$ cat config.mk
export PLATFORM = sky130hd
export DESIGN_NAME = wb_stage
export DESIGN_NICKNAME = d
export VERILOG_FILES = /design/src/rtl/rv32i_pkg.sv /design/src/rtl/wb_stage_load_align.sv /design/src/rtl/wb_stage.sv
export SDC_FILE = /design/constraint.sdc
export NUM_CORES = 1
export LEC_CHECK = 0
export ABC_AREA = 1
export BUFFER_PORTS_ARGS = -buffer_cell sky130_fd_sc_hd__buf_2
export CORE_UTILIZATION = 53
export CTS_BUF_LIST = sky130_fd_sc_hd__clkbuf_2 sky130_fd_sc_hd__clkbuf_4 sky130_fd_sc_hd__clkbuf_8
export CTS_CLUSTER_DIAMETER = 60
export DETAILED_ROUTE_END_ITERATION = 6
export GPL_TIMING_DRIVEN = 0
export PLACE_DENSITY = 0.87
export SLEW_MARGIN = 20
export SYNTH_ARGS = -nofsm -noshare
export SYNTH_HDL_FRONTEND = slang
export SYNTH_HIERARCHICAL = 1
export SYNTH_SLANG_ARGS = --single-unit
$ cat constraint.sdc
create_clock -name clk_i -period 3.7 [get_ports clk_i]
set_clock_uncertainty 0.1 [all_clocks]
set_input_delay 0.185 -clock clk_i [delete_from_list [all_inputs] [get_ports clk_i]]
set_output_delay 0.185 -clock clk_i [all_outputs]
set_load 0.05 [all_outputs]
$ cat src/rtl/rv32i_pkg.sv
// Shared RV32I encodings: writeback source select, load funct3 values
// and the writeback FSM state type.
package rv32i_pkg;

    typedef enum logic [1:0] {
        WB_ALU  = 2'd0,
        WB_LOAD = 2'd1,
        WB_PC4  = 2'd2,
        WB_NONE = 2'd3
    } wb_sel_e;

    localparam logic [2:0] LB  = 3'd0;
    localparam logic [2:0] LH  = 3'd1;
    localparam logic [2:0] LW  = 3'd2;
    localparam logic [2:0] LBU = 3'd4;
    localparam logic [2:0] LHU = 3'd5;

    typedef enum logic [1:0] {
        IDLE      = 2'd0,
        WAIT_LOAD = 2'd1,
        COMMIT    = 2'd2
    } wb_state_e;

endpackage

$ cat src/rtl/wb_stage_load_align.sv
// Load data extraction: picks the byte/half lane out of an aligned memory
// word, sign/zero-extends it and flags misaligned or illegal load types.
module load_align
    import rv32i_pkg::*;
(
    input  logic [2:0]  funct3_i,
    input  logic [1:0]  addr_i,
    input  logic [31:0] rdata_i,
    output logic [31:0] data_o,
    output logic        misalign_o,
    output logic        illegal_o
);

    logic [7:0]  byte_v;
    logic [15:0] half_v;

    always_comb begin
        byte_v     = 8'(rdata_i >> {addr_i, 3'b000});
        half_v     = addr_i[1] ? rdata_i[31:16] : rdata_i[15:0];
        data_o     = rdata_i;
        misalign_o = 1'b0;
        illegal_o  = 1'b0;
        case (funct3_i)
            LB:  data_o = {{24{byte_v[7]}}, byte_v};
            LH: begin
                data_o     = {{16{half_v[15]}}, half_v};
                misalign_o = addr_i[0];
            end
            LW:  misalign_o = |addr_i;
            LBU: data_o = {24'd0, byte_v};
            LHU: begin
                data_o     = {16'd0, half_v};
                misalign_o = addr_i[0];
            end
            default: begin
                data_o    = 32'd0;
                illegal_o = 1'b1;
            end
        endcase
    end

endmodule

$ cat src/rtl/wb_stage.sv
// RV32I writeback stage: registered register-file write port with bypass,
// load-response wait and alignment, and the 64-bit retired counter.
//
// state     | meaning
// IDLE      | no write in flight, ready for a new instruction
// WAIT_LOAD | load accepted, waiting for mem_rvalid_i
// COMMIT    | write-port outputs valid this cycle, may accept next
module wb_stage
    import rv32i_pkg::*;
#(
    parameter int DataWidth = 32
) (
    input  logic                 clk_i,
    input  logic                 rst_i,
    input  logic                 valid_i,
    output logic                 ready_o,
    input  logic [4:0]           rd_i,
    input  logic [1:0]           wb_sel_i,
    input  logic [DataWidth-1:0] alu_i,
    input  logic [DataWidth-1:0] pc4_i,
    input  logic [2:0]           funct3_i,
    input  logic                 mem_rvalid_i,
    input  logic [DataWidth-1:0] mem_rdata_i,
    output logic                 wen_o,
    output logic [4:0]           addrWr_o,
    output logic [DataWidth-1:0] data_o,
    output logic                 byp_valid_o,
    output logic [4:0]           byp_rd_o,
    output logic [DataWidth-1:0] byp_data_o,
    output logic                 err_o,
    output logic [63:0]          instret_o
);

    wb_state_e            state_q, state_d;
    logic                 wen_q, wen_d;
    logic [4:0]           rd_q, rd_d;
    logic [DataWidth-1:0] data_q, data_d;
    logic                 err_q, err_d;
    logic [63:0]          instret_q, instret_d;
    logic [4:0]           ld_rd_q, ld_rd_d;
    logic [2:0]           ld_f3_q, ld_f3_d;
    logic [1:0]           ld_addr_q, ld_addr_d;

    logic [31:0] al_data;
    logic        al_misalign;
    logic        al_illegal;
    logic        accept;

    load_align u_load_align (
        .funct3_i   (ld_f3_q),
        .addr_i     (ld_addr_q),
        .rdata_i    (mem_rdata_i),
        .data_o     (al_data),
        .misalign_o (al_misalign),
        .illegal_o  (al_illegal)
    );

    assign ready_o = (state_q != WAIT_LOAD);
    assign accept  = valid_i && ready_o;

    always_comb begin
        state_d   = state_q;
        wen_d     = wen_q;
        rd_d      = rd_q;
        data_d    = data_q;
        err_d     = 1'b0;
        instret_d = instret_q;
        ld_rd_d   = ld_rd_q;
        ld_f3_d   = ld_f3_q;
        ld_addr_d = ld_addr_q;

        if (state_q == WAIT_LOAD) begin
            if (mem_rvalid_i) begin
                state_d = COMMIT;
                rd_d    = ld_rd_q;
                if (al_misalign || al_illegal) begin
                    err_d = 1'b1;
                    wen_d = 1'b0;
                end else begin
                    wen_d     = (ld_rd_q != 5'd0);
                    data_d    = al_data;
                    instret_d = instret_q + 64'd1;
                end
            end
        end else begin
            // IDLE and COMMIT behave alike; COMMIT just had its outputs shown
            state_d = IDLE;
            wen_d   = 1'b0;
            if (accept) begin
                if (wb_sel_i == WB_LOAD) begin
                    state_d   = WAIT_LOAD;
                    ld_rd_d   = rd_i;
                    ld_f3_d   = funct3_i;
                    ld_addr_d = alu_i[1:0];
                end else begin
                    state_d   = COMMIT;
                    rd_d      = rd_i;
                    data_d    = (wb_sel_i == WB_PC4) ? pc4_i : alu_i;
                    wen_d     = (wb_sel_i != WB_NONE) && (rd_i != 5'd0);
                    instret_d = instret_q + 64'd1;
                end
            end
        end
    end

    always_ff @(posedge clk_i or posedge rst_i) begin
        if (rst_i) begin
            state_q   <= IDLE;
            wen_q     <= 1'b0;
            rd_q      <= 5'd0;
            data_q    <= '0;
            err_q     <= 1'b0;
            instret_q <= 64'd0;
            ld_rd_q   <= 5'd0;
            ld_f3_q   <= 3'd0;
            ld_addr_q <= 2'd0;
        end else begin
            state_q   <= state_d;
            wen_q     <= wen_d;
            rd_q      <= rd_d;
            data_q    <= data_d;
            err_q     <= err_d;
            instret_q <= instret_d;
            ld_rd_q   <= ld_rd_d;
            ld_f3_q   <= ld_f3_d;
            ld_addr_q <= ld_addr_d;
        end
    end

    assign wen_o       = wen_q;
    assign addrWr_o    = rd_q;
    assign data_o      = data_q;
    assign byp_valid_o = wen_q;
    assign byp_rd_o    = rd_q;
    assign byp_data_o  = data_q;
    assign err_o       = err_q;
    assign instret_o   = instret_q;

endmodule

* After elaboration in Yosys (flattened, before gate mapping)
Cells that the tools add are included.
Cells by class: $add $sub $neg 1, eq/ne operators 12, shift operators 1, muxes and demuxes 31, bitwise operators 1, reduce and logical (&&, ||, !) cells 13
Operators by type and width (count):
- $mux W64 | 5
- $mux W32 | 6
- $pmux W32 S5 | 1
- $add A64 B1 Y64 const B | 1
- $shr A32 B5 Y8 | 1
- $mux W5 | 4
- $mux W16 | 1
- $reduce_bool A5 Y1 | 2
- $mux W1 | 9
- $mux W2 | 4
- $ne A2 B2 Y1 const B | 4
- $eq A3 B3 Y1 const B | 2
- $reduce_and A3 Y1 | 2
- $reduce_or A5 Y1 | 1
- $eq A2 B1 Y1 const B | 2
- $reduce_and A4 Y1 | 1
- $reduce_or A2 Y1 | 2
- $eq A3 B1 Y1 const B | 1
- $eq A3 B2 Y1 const B | 1
- $logic_not A3 Y1 | 1
- $eq A2 B2 Y1 const B | 1
- $logic_and A1 B1 Y1 | 2
- $ne A2 B1 Y1 const B | 1
- $pmux W1 S2 | 1
- 3 further kinds | 3
Storage, ports and cells: register bits 115, logic and storage cells 68

* Depth between registers and ports, before layout
Gate-level depths: netlist (run 1).
depth in word-level cells 7, mapped depth 13, gate-level depth less buffers 12

* By module
The synthesis (run 1) kept the hierarchy.
By module, submodules not included:
- wb_stage | times used 1, cells an instance 962, area an instance 6986.7 µm²
- load_align | times used 1, cells an instance 216, area an instance 902.1 µm²

* Worst setup path before layout (run 1)
Ideal clock, no wire load.
path type reg2reg, start reg ld_f3_q[2], end reg instret_q[2], in the netlist instret_o[2], arrival 1.855 ns, required time 3.452 ns, slack 1.597 ns, stages on the path, launching flop included 12, period minus slack after synthesis 2.103 ns, cells stage by stage dfrtp_1 -> nor2_4 -> nand2_2 -> buf_6 -> o21ai_0 -> nor2_1 -> nor2_1 -> inv_2 -> nand2_4 -> buf_2 -> nor2_1 -> xor2_1
On the way: longest elaborated chain between the ends 6, elaborated cells between the ends (all ways) 12, those cells by class 5 x eq/ne; 2 x mux; 5 x reduce/logical
RTL lines:
- start: declaration | line wb_stage.sv:41 | logic [2:0] ld_f3_q, ld_f3_d;
- start signal: assignment | line wb_stage.sv:125 | ld_f3_q <= ld_f3_d;
- $eq A3 B1 Y1 or $eq A3 B3 Y1 (tied branches) | line wb_stage_load_align.sv:23 | case (funct3_i)
- $reduce_or A2 Y1 (no line)
- $pmux W1 S2 * | line wb_stage_load_align.sv:23
- named net al_misalign | line wb_stage.sv:45 | logic al_misalign;
- $logic_or A1 B1 Y1 * | line wb_stage.sv:76 | if (al_misalign || al_illegal) begin
- $ne A2 B2 Y1 (no line) *
- $reduce_and A4 Y1 (no line) *
- end signal: assignment | line wb_stage.sv:123 | instret_q <= instret_d;
- end: declaration | line wb_stage.sv:39 | logic [63:0] instret_q, instret_d;
Mark *: on every way through the listed nets, which the timed path passes. The rest lies on a longest branch. A chain may end at the register's enable or synchronous reset.

* Worst setup path after layout (run 1)
start reg ld_f3_q[0], end reg data_q[5], in the netlist byp_data_o[5]
On the way: longest elaborated chain between the ends 6, elaborated cells between the ends (all ways) 16, those cells by class 5 x eq/ne; 6 x mux; 5 x reduce/logical
RTL lines:
- $eq A3 B1 Y1 or $eq A3 B3 Y1 (tied branches) | line wb_stage_load_align.sv:23
- $reduce_or A2 Y1 (no line)
- $pmux W1 S2 * | line wb_stage_load_align.sv:23
- named net al_misalign | line wb_stage.sv:45
- $logic_or A1 B1 Y1 * | line wb_stage.sv:76
- $ne A2 B2 Y1 (no line) *
- $reduce_and A4 Y1 (no line) *
- end signal: assignment | line wb_stage.sv:121 | data_q <= data_d;
- end: declaration | line wb_stage.sv:37 | logic [DataWidth-1:0] data_q, data_d;
Mark *: on every way through the listed nets, which the timed path passes. The rest lies on a longest branch. The select of a mux whose other input is x is not followed.

==> results of run 1 <==
worst min path at each step:
stage / from / end / slack (ns) / cells past startpoint
floorplan: mem_rvalid_i / err_o$_DFF_PP0_ / 0.21 / 2
global placement: funct3_i[0] / ld_f3_q[0]$_DFFE_PP0P_ / 0.32 / 2
detailed placement: rst_i / instret_o[3]$_DFFE_PP0P_ / 0.21 / 2
CTS: alu_i[17] / byp_data_o[17]$_DFFE_PP0P_ / 0.002 / 5
global route: alu_i[17] / byp_data_o[17]$_DFFE_PP0P_ / 0.02 / 5
finish: alu_i[17] / byp_data_o[17]$_DFFE_PP0P_ / 0.01 / 5
kinds of logic (layout without fill, tap and decap cells):
group,count (synthesis),in the layout,synth area share [%]
adders and majority gates,1,1,0.1586
xor gates and xnor gates,24,24,2.950
muxes,6,6,0.8564
buffers and inverters,197,508,12.53
and+or+nand+nor,772,772,41.98
AOI/OAI and AO/OA,63,63,5.044
DFF,115,115,36.48
flip-flops by register name (all words and copies together) (netlist names):
register	count
instret_o	64
byp_data_o	32
addrWr_o	5
ld_rd_q	5
ld_f3_q	3
ld_addr_q	2
state_q	2
byp_valid_o	1
err_o	1
per-stage QoR:
step           power [mW]  util (%)  worst slack (ns)  hold slack (ns)
6_report            4.731     69.53             1.061          0.01230
3_5_place_dp        3.508     64.70             1.165           0.2138
5_1_grt             4.941     69.53            0.8893          0.01963
3_3_place_gp        3.482     64.47           -0.8751           0.3217
2_1_floorplan       3.014         -            0.3709           0.2131
4_1_cts             4.727     69.53             1.137         0.002048
cell usage in the layout (no fill, tap or decap):
cell and count:
a31oi_1 6, o21ai_0 18, nor2_8 1, xnor2_1 7, nor2_2 10, nor2_4 8
buf_16 1, inv_2 6, nand2_2 9, clkbuf_1 17, clkinv_2 3, bufinv_16 2
mux2_1 1, clkbuf_8 22, dfrtp_1 115, o211ai_1 30, nor2_1 141, buf_2 255
buf_6 7, and2_1 1, buf_4 50, nand4_1 3, a21oi_1 3, xor2_1 14
mux2_2 5, inv_4 1, inv_6 1, nand2_4 3, nand2_1 450, nand3b_1 30
ha_1 1, nor3_1 4, nand3_1 112, dlygate4sd3_1 31, o21ai_1 6, xor2_2 3
inv_1 110, clkbuf_4 2
final cells by class:
class / count / area [um2] / area share [%]
inverters: 118 / 450.4 / 4.457
plain buffers: 79 / 543.0 / 5.373
flip-flops and latches: 115 / 2878 / 28.48
clock buffers: 24 / 317.8 / 3.145
clock inverters: 5 / 75.07 / 0.7429
repair buffers: 282 / 1589 / 15.72
well taps: 184 / 230.2 / 2.278
multi-input cells: 866 / 4023 / 39.80
repair_timing:
item                                   CTS  global route
endpoints found under the hold margin  100             0
hold buffers                            31             0
setup endpoints to repair                0             0
critical path, delay by kind of cell, from the launching register on:
family,cells,cell delay [ns]
AND/OR/NAND/NOR,5,0.73
AO/OA/AOI/OAI,3,0.60
buffers and inverters,3,0.64
flip-flops,1,0.49
metal layers:
metal,routed length [um],global-route usage (%)
met3,2259,7.738
met4,981,17.19
met1,9890,39.91
met2,12730,59.90
met5,0,0
report_power, final:
part / switching [mW] / leakage, nW / internal (mW)
logic: 1.41 / 4.01 / 0.555
registers: 0.164 / 1.51 / 1.41
clock network: 0.509 / 0.207 / 0.688
total: 2.08 / 5.72 / 2.65
==> metrics.md, run 1 <==
| Metric | Value |
|---|---|
| GRT Total Usage | `34.51%` |
| Fraction of registers with async set/reset | `100.0%` |
| Setup Total Neg Slack | `0 ns` |
| Max Fclk | `378.9 MHz` |
| Layout cells sized above 1 | `26.12%` |
| Final wirelength | `25.86 mm` |
| Crit start category | `flop` |
| Max IR drop VDD | `0.3738 mV` |
| Vias per inst | `5.267` |
| Cell-by-cell trace of the critical path | `nor2_4, nand2_2, buf_6, o21ai_0, nor2_1, nor2_1, a21oi_1, buf_4, buf_4, o211ai_1, nand2_1` |
| Pin count of the biggest net entering global routing | `66` |
| CTS Sinks | `115` |
| CP Capture Point | `byp_data_o[5]$_DFFE_PP0P_` |
| Final period util | `71.33%` |
| Final hold vios | `0` |
| Post-DP HPWL | `19.98 mm` |
| Hold Path Class | `input pin to flop` |
| Clk buf depth | `2` |
| Tmin final | `2.639 ns` |
| Slew Limit Fails | `0` |
| Synthesized area per cell | `6.697 um2` |
| Worst Setup End Kind | `flop` |
| Diodes inserted | `0` |
| Pwr Density | `468.1 nW/um2` |
| # placed instances | `1613` |
| Remaining DRCs | `0` |
| Initial drt markers | `801` |
| Reg2reg setup slack | `1.06 ns` |
| Total number of vias | `8811` |
| Worst Path Required | `3.99 ns` |
| RSZ-0062 raised after global routing | `no` |
| H-tree levels | `4` |
| Number of antenna violations at the first check in global routing | `0` |
| Area grow syn2layout | `28.10%` |
| Commonest cells in the netlist | `450 x nand2_1, 141 x nor2_1, 115 x dfrtp_1, 112 x nand3_1, 111 x inv_1` |
| Yosys reg bits | `115` |
| Cells resized by post-CTS repair | `0` |
| Die Wd | `124 um` |
| Buffers on Ports | `250` |
| CP startpoint | `ld_f3_q[0]$_DFFE_PP0P_` |
| Starting Density | `54.28%` |
| Crit Reg-Reg Endpoint | `byp_data_o[5]$_DFFE_PP0P_` |
| Slowest stage delay, CP | `0.49 ns` |
| Setup CP Type | `flop to flop` |
| Post-CTS Setup Inserts | `0` |
| Number of global-route vias before repair | `8105` |
| Top-level I/O count | `252` |
| Nets | `1590` |
| Synth Warn # | `6` |
| First-pass DRT Iterations | `6` |
| Fill cell count | `1260` |
| Syn Nets | `1289` |
| Post-Place Cell Area | `9403 um2` |
| First-pass GRT wire length | `39.98 mm` |
| Cts bufs inserted | `17` |
| Max_slew headroom | `60.31%` |
| Root buffer cell | `clkbuf_8` |
| Netlist cell types | `31` |
| Non-Filler Cell Area, Final | `10110 um2` |
| CTS tree | `yes` |
| Reg-to-reg startpoint | `ld_f3_q[0]$_DFFE_PP0P_` |
| Least-Margin Pin Slew | `0.5953 ns` |
| Gp weighted congestion | `0.9618` |
| Clk slew on worst S/H paths | `0.07 ns` |
| Worst-skew pair later-pin latency | `0.46 ns` |
| Ranking of synthesized cells by area | `dfrtp_1 36%, nand2_1 21%, nand3_1 7.1%, nor2_1 6.7%, inv_1 5.3%` |
| Core area | `14530 um2` |
| Synthesized area | `7889 um2` |
| Sequential area share after synthesis | `36.48%` |
| Area share of the largest cell type after synthesis | `36.48%` |
| Post-Syn Instances | `1178` |
| Most numerous cell in the Yosys netlist | `nand2_1` |
| Core Rows | `44` |
| Slowest cell on the critical path | `dfrtp_1` |
| Die area | `15380 um2` |
| Wirelength per Cell | `15.46 um` |
| Most common flop cell mapped by yosys | `dfrtp_1` |
| Post-synth EDFFs | `0` |
| Worst reg-to-reg path cell count | `11` |
| Die Y | `124 um` |
| Status | `finished clean` |
| CP arrival | `2.93 ns` |
| Grt ovf | `0` |
| Crit path max fanout | `10` |
| Post-Layout Cell Count | `1673` |
| Final setup vio count | `0` |
| Max-Cap Viols | `0` |
| Leak | `5.722 nW` |
| Routed Antenna Nets | `0` |
| Synth area leader | `dfrtp_1` |
No activity file was read; power rests on OpenSTA's default activity.
==> inputs of run 2 (changes only) <==
==> constraint.sdc (replaced) <==
create_clock -name clk_i -period 2.6 [get_ports clk_i]
set_clock_uncertainty 0.1 [all_clocks]
set_input_delay 0.13 -clock clk_i [delete_from_list [all_inputs] [get_ports clk_i]]
set_output_delay 0.13 -clock clk_i [all_outputs]
set_load 0.05 [all_outputs]
==> metrics.md, run 2 (synthesized netlist as in run 1, its figures left out) <==
| Metric | Value |
|---|---|
| Die area | `15380 um2 (unchanged)` |
| Slew Limit Fails | `0 (unchanged)` |
| Buffers on Ports | `250 (unchanged)` |
| Layout cells sized above 1 | `26.08% (-0.046 points)` |
| Final setup vio count | `0 (unchanged)` |
| Max reg flops | `64 (unchanged)` |
| Diodes inserted | `0 (unchanged)` |
| Core area | `14530 um2 (unchanged)` |
| Total number of vias | `9090 (+3.2%)` |
| CTS tree | `yes` |
| Tmin final | `2.388 ns (-0.2512 ns)` |
| Clk slew on worst S/H paths | `0.08 ns (about the same)` |
| Gp weighted congestion | `1.031 (+7.2%)` |
| Final Util | `72.26% (+2.7 points)` |
| Initial drt markers | `922 (+15%)` |
| Vias per inst | `5.303 (+0.70%)` |
| Number of global-route vias before repair | `8510 (+5.0%)` |
| Root buffer cell | `clkbuf_8` |
| Crit Reg-Reg Endpoint | `byp_data_o[27]$_DFFE_PP0P_` |
| Grt ovf | `0 (unchanged)` |
| CP arrival | `2.68 ns (-0.25 ns)` |
| Crit path max-delay family | `simple AND/OR/NAND/NOR gates` |
| Core Rows | `44 (unchanged)` |
| Max IR drop VDD | `0.4695 mV (+26%)` |
| Slowest stage delay, CP | `0.46 ns (-0.03 ns)` |
| Post-Place Cell Area | `9442 um2 (+0.41%)` |
| Final period util | `91.85% (+21 points)` |
| Slowest cell on the critical path | `dfrtp_1` |
| PnR worst setup slack | `0.2120 ns (-0.8488 ns)` |
| Die Wd | `124 um (unchanged)` |
| Number of antenna violations at the first check in global routing | `0 (unchanged)` |
| Wirelength per Cell | `15.61 um (+0.97%)` |
| First-pass GRT wire length | `41.07 mm (+2.7%)` |
| Reg-to-reg startpoint | `ld_f3_q[2]$_DFFE_PP0P_` |
| Nets | `1628 (+2.4%)` |
| Remaining DRCs | `1 (+1)` |
| Cell-by-cell trace of the critical path | `nor2_4, nand2_2, buf_6, o21ai_0, nor2_1, nor2_2, inv_2, nand2_4, buf_6, buf_4, nand2_1, nand2_1` |
| Worst slack, placed | `0.1028 ns (-1.062 ns)` |
| Final hold vios | `0 (unchanged)` |
| Starting Density | `54.28% (unchanged)` |
| Worst Setup End Kind | `flop` |
| Least-Margin Pin Slew | `0.6986 ns (+0.1033 ns)` |
| Non-Filler Cell Area, Final | `10500 um2 (+3.9%)` |
| Hold Crit Endpoint | `byp_data_o[5]$_DFFE_PP0P_` |
| Fill cell count | `1177 (-6.6%)` |
| Commonest non-fill, non-tap cells in the layout | `450 x nand2_1, 255 x buf_2, 140 x nor2_1, 115 x dfrtp_1, 112 x nand3_1` |
| Setup Total Neg Slack | `0 ns (unchanged)` |
| Leak | `5.884 nW (+2.8%)` |
| CTS Sinks | `115 (unchanged)` |
| Worst-skew pair later-pin latency | `0.45 ns (about the same)` |
| Crit start category | `flop` |
| Final wirelength | `26.75 mm (+3.4%)` |
| Max Fclk | `418.8 MHz (+11%)` |
| Status | `finished, violations left` |
| Routed Antenna Nets | `0 (unchanged)` |
| Pwr Density | `648.4 nW/um2 (+39%)` |
| Hold depth | `5 (unchanged)` |
| Crit path max fanout | `10 (unchanged)` |
| First-pass DRT Iterations | `7 (+1)` |
| Final Power | `6.809 mW (+44%)` |
| Post-DP HPWL | `19.76 mm (-1.1%)` |
| Top-level I/O count | `252 (unchanged)` |
| RSZ-0062 raised after global routing | `no` |
| Die Y | `124 um (unchanged)` |
| Worst Path Required | `2.89 ns (-1.10 ns)` |
| Worst reg-to-reg path cell count | `12 (+1)` |
| Setup CP Type | `flop to flop` |
| Area grow syn2layout | `33.13%` |
| Worst hold start | `pc4_i[5]` |
| H-tree levels | `4 (unchanged)` |
| Pin count of the biggest net entering global routing | `36 (-45%)` |
| Max_slew headroom | `53.33% (-7.0 points)` |
| Hold Path Class | `input pin to flop` |
| Max-Cap Viols | `0 (unchanged)` |
| Cts bufs inserted | `17 (unchanged)` |
| GRT Total Usage | `35.47% (+0.96 points)` |
| CP bufs+invs | `4 (+1)` |
| Commonest non-fill, non-tap cell in the layout | `nand2_1` |
| Clk buf depth | `2 (unchanged)` |
| Violated checks | `design-rule violations` |
| Reg2reg setup slack | `0.21 ns (-0.85 ns)` |
## run 2: changes by cell type in the layout (fill, tap and decap cells not counted), moves of 2 or more
cell	previous run	this run
dlygate4sd3_1	31	64
clkbuf_8	22	19
buf_12	0	2
clkinv_2	3	7
clkinvlp_4	0	3
buf_4	50	53
## run 2: timing repair
| item | in CTS | in global routing |
|---|---|---|
| gates resized for setup | 0 | 3 |
| hold buffers | 64 | 0 |
| endpoints found under the setup margin | 0 | 84 |
| setup buffers | 0 | 3 |
| hold endpoints to repair | 70 | 0 |
## run 2: worst reg2reg max path, delay by kind of cell (launching register included)
kind                   cells  cell delay (ns)
and+or+nand+nor            7             0.92
buffers and inverters      4             0.67
DFF                        1             0.46
AOI/OAI and AO/OA          1             0.16
## run 2: final cells by class
cell class              instances  area [um2]  share of cell area [%]
multi-input cells             866        4034                   38.41
flip-flops and latches        115        2878                   27.40
repair buffers                320        1982                   18.87
plain buffers                  79       543.0                   5.170
inverters                     118       449.2                   4.277
clock buffers                  21       276.5                   2.633
well taps                     184       230.2                   2.192
clock inverters                11       110.1                   1.048
## run 2: where the power goes
group          switching, mW  internal, mW
clock                  0.773         0.910
combinational           2.03         0.865
sequential             0.231          2.00
total                   3.03          3.78
## run 2: metal layers
layer	share of wire (%)	track usage, %	vias up
met5	0	0	-
met3	8.4	7.143	104
met2	50	61.70	525
li1	-	-	4321
met1	38	40.64	4140
met4	4.4	19.72	0
## run 2: worst max path at each step
stage | startpoint | cells after the start | endpoint
2_1_floorplan | ld_f3_q[2]$_DFFE_PP0P_ | 11 | instret_o[2]$_DFFE_PP0P_
3_3_place_gp | ld_f3_q[2]$_DFFE_PP0P_ | 11 | instret_o[5]$_DFFE_PP0P_
3_5_place_dp | ld_f3_q[2]$_DFFE_PP0P_ | 12 | byp_data_o[27]$_DFFE_PP0P_
4_1_cts | ld_f3_q[2]$_DFFE_PP0P_ | 12 | byp_data_o[27]$_DFFE_PP0P_
5_1_grt | ld_f3_q[2]$_DFFE_PP0P_ | 12 | byp_data_o[21]$_DFFE_PP0P_
6_report | ld_f3_q[2]$_DFFE_PP0P_ | 12 | byp_data_o[27]$_DFFE_PP0P_
## run 2: through the flow
stage / hold slack (ns) / std cells
final: 0.02612 / 1714
after global routing: 0.03700 / 1714
after CTS: 0.0005506 / 1711
after detailed placement: 0.1658 / 1615
after global placement: 0.2452 / 1612
after floorplan: 0.1581 / 1178
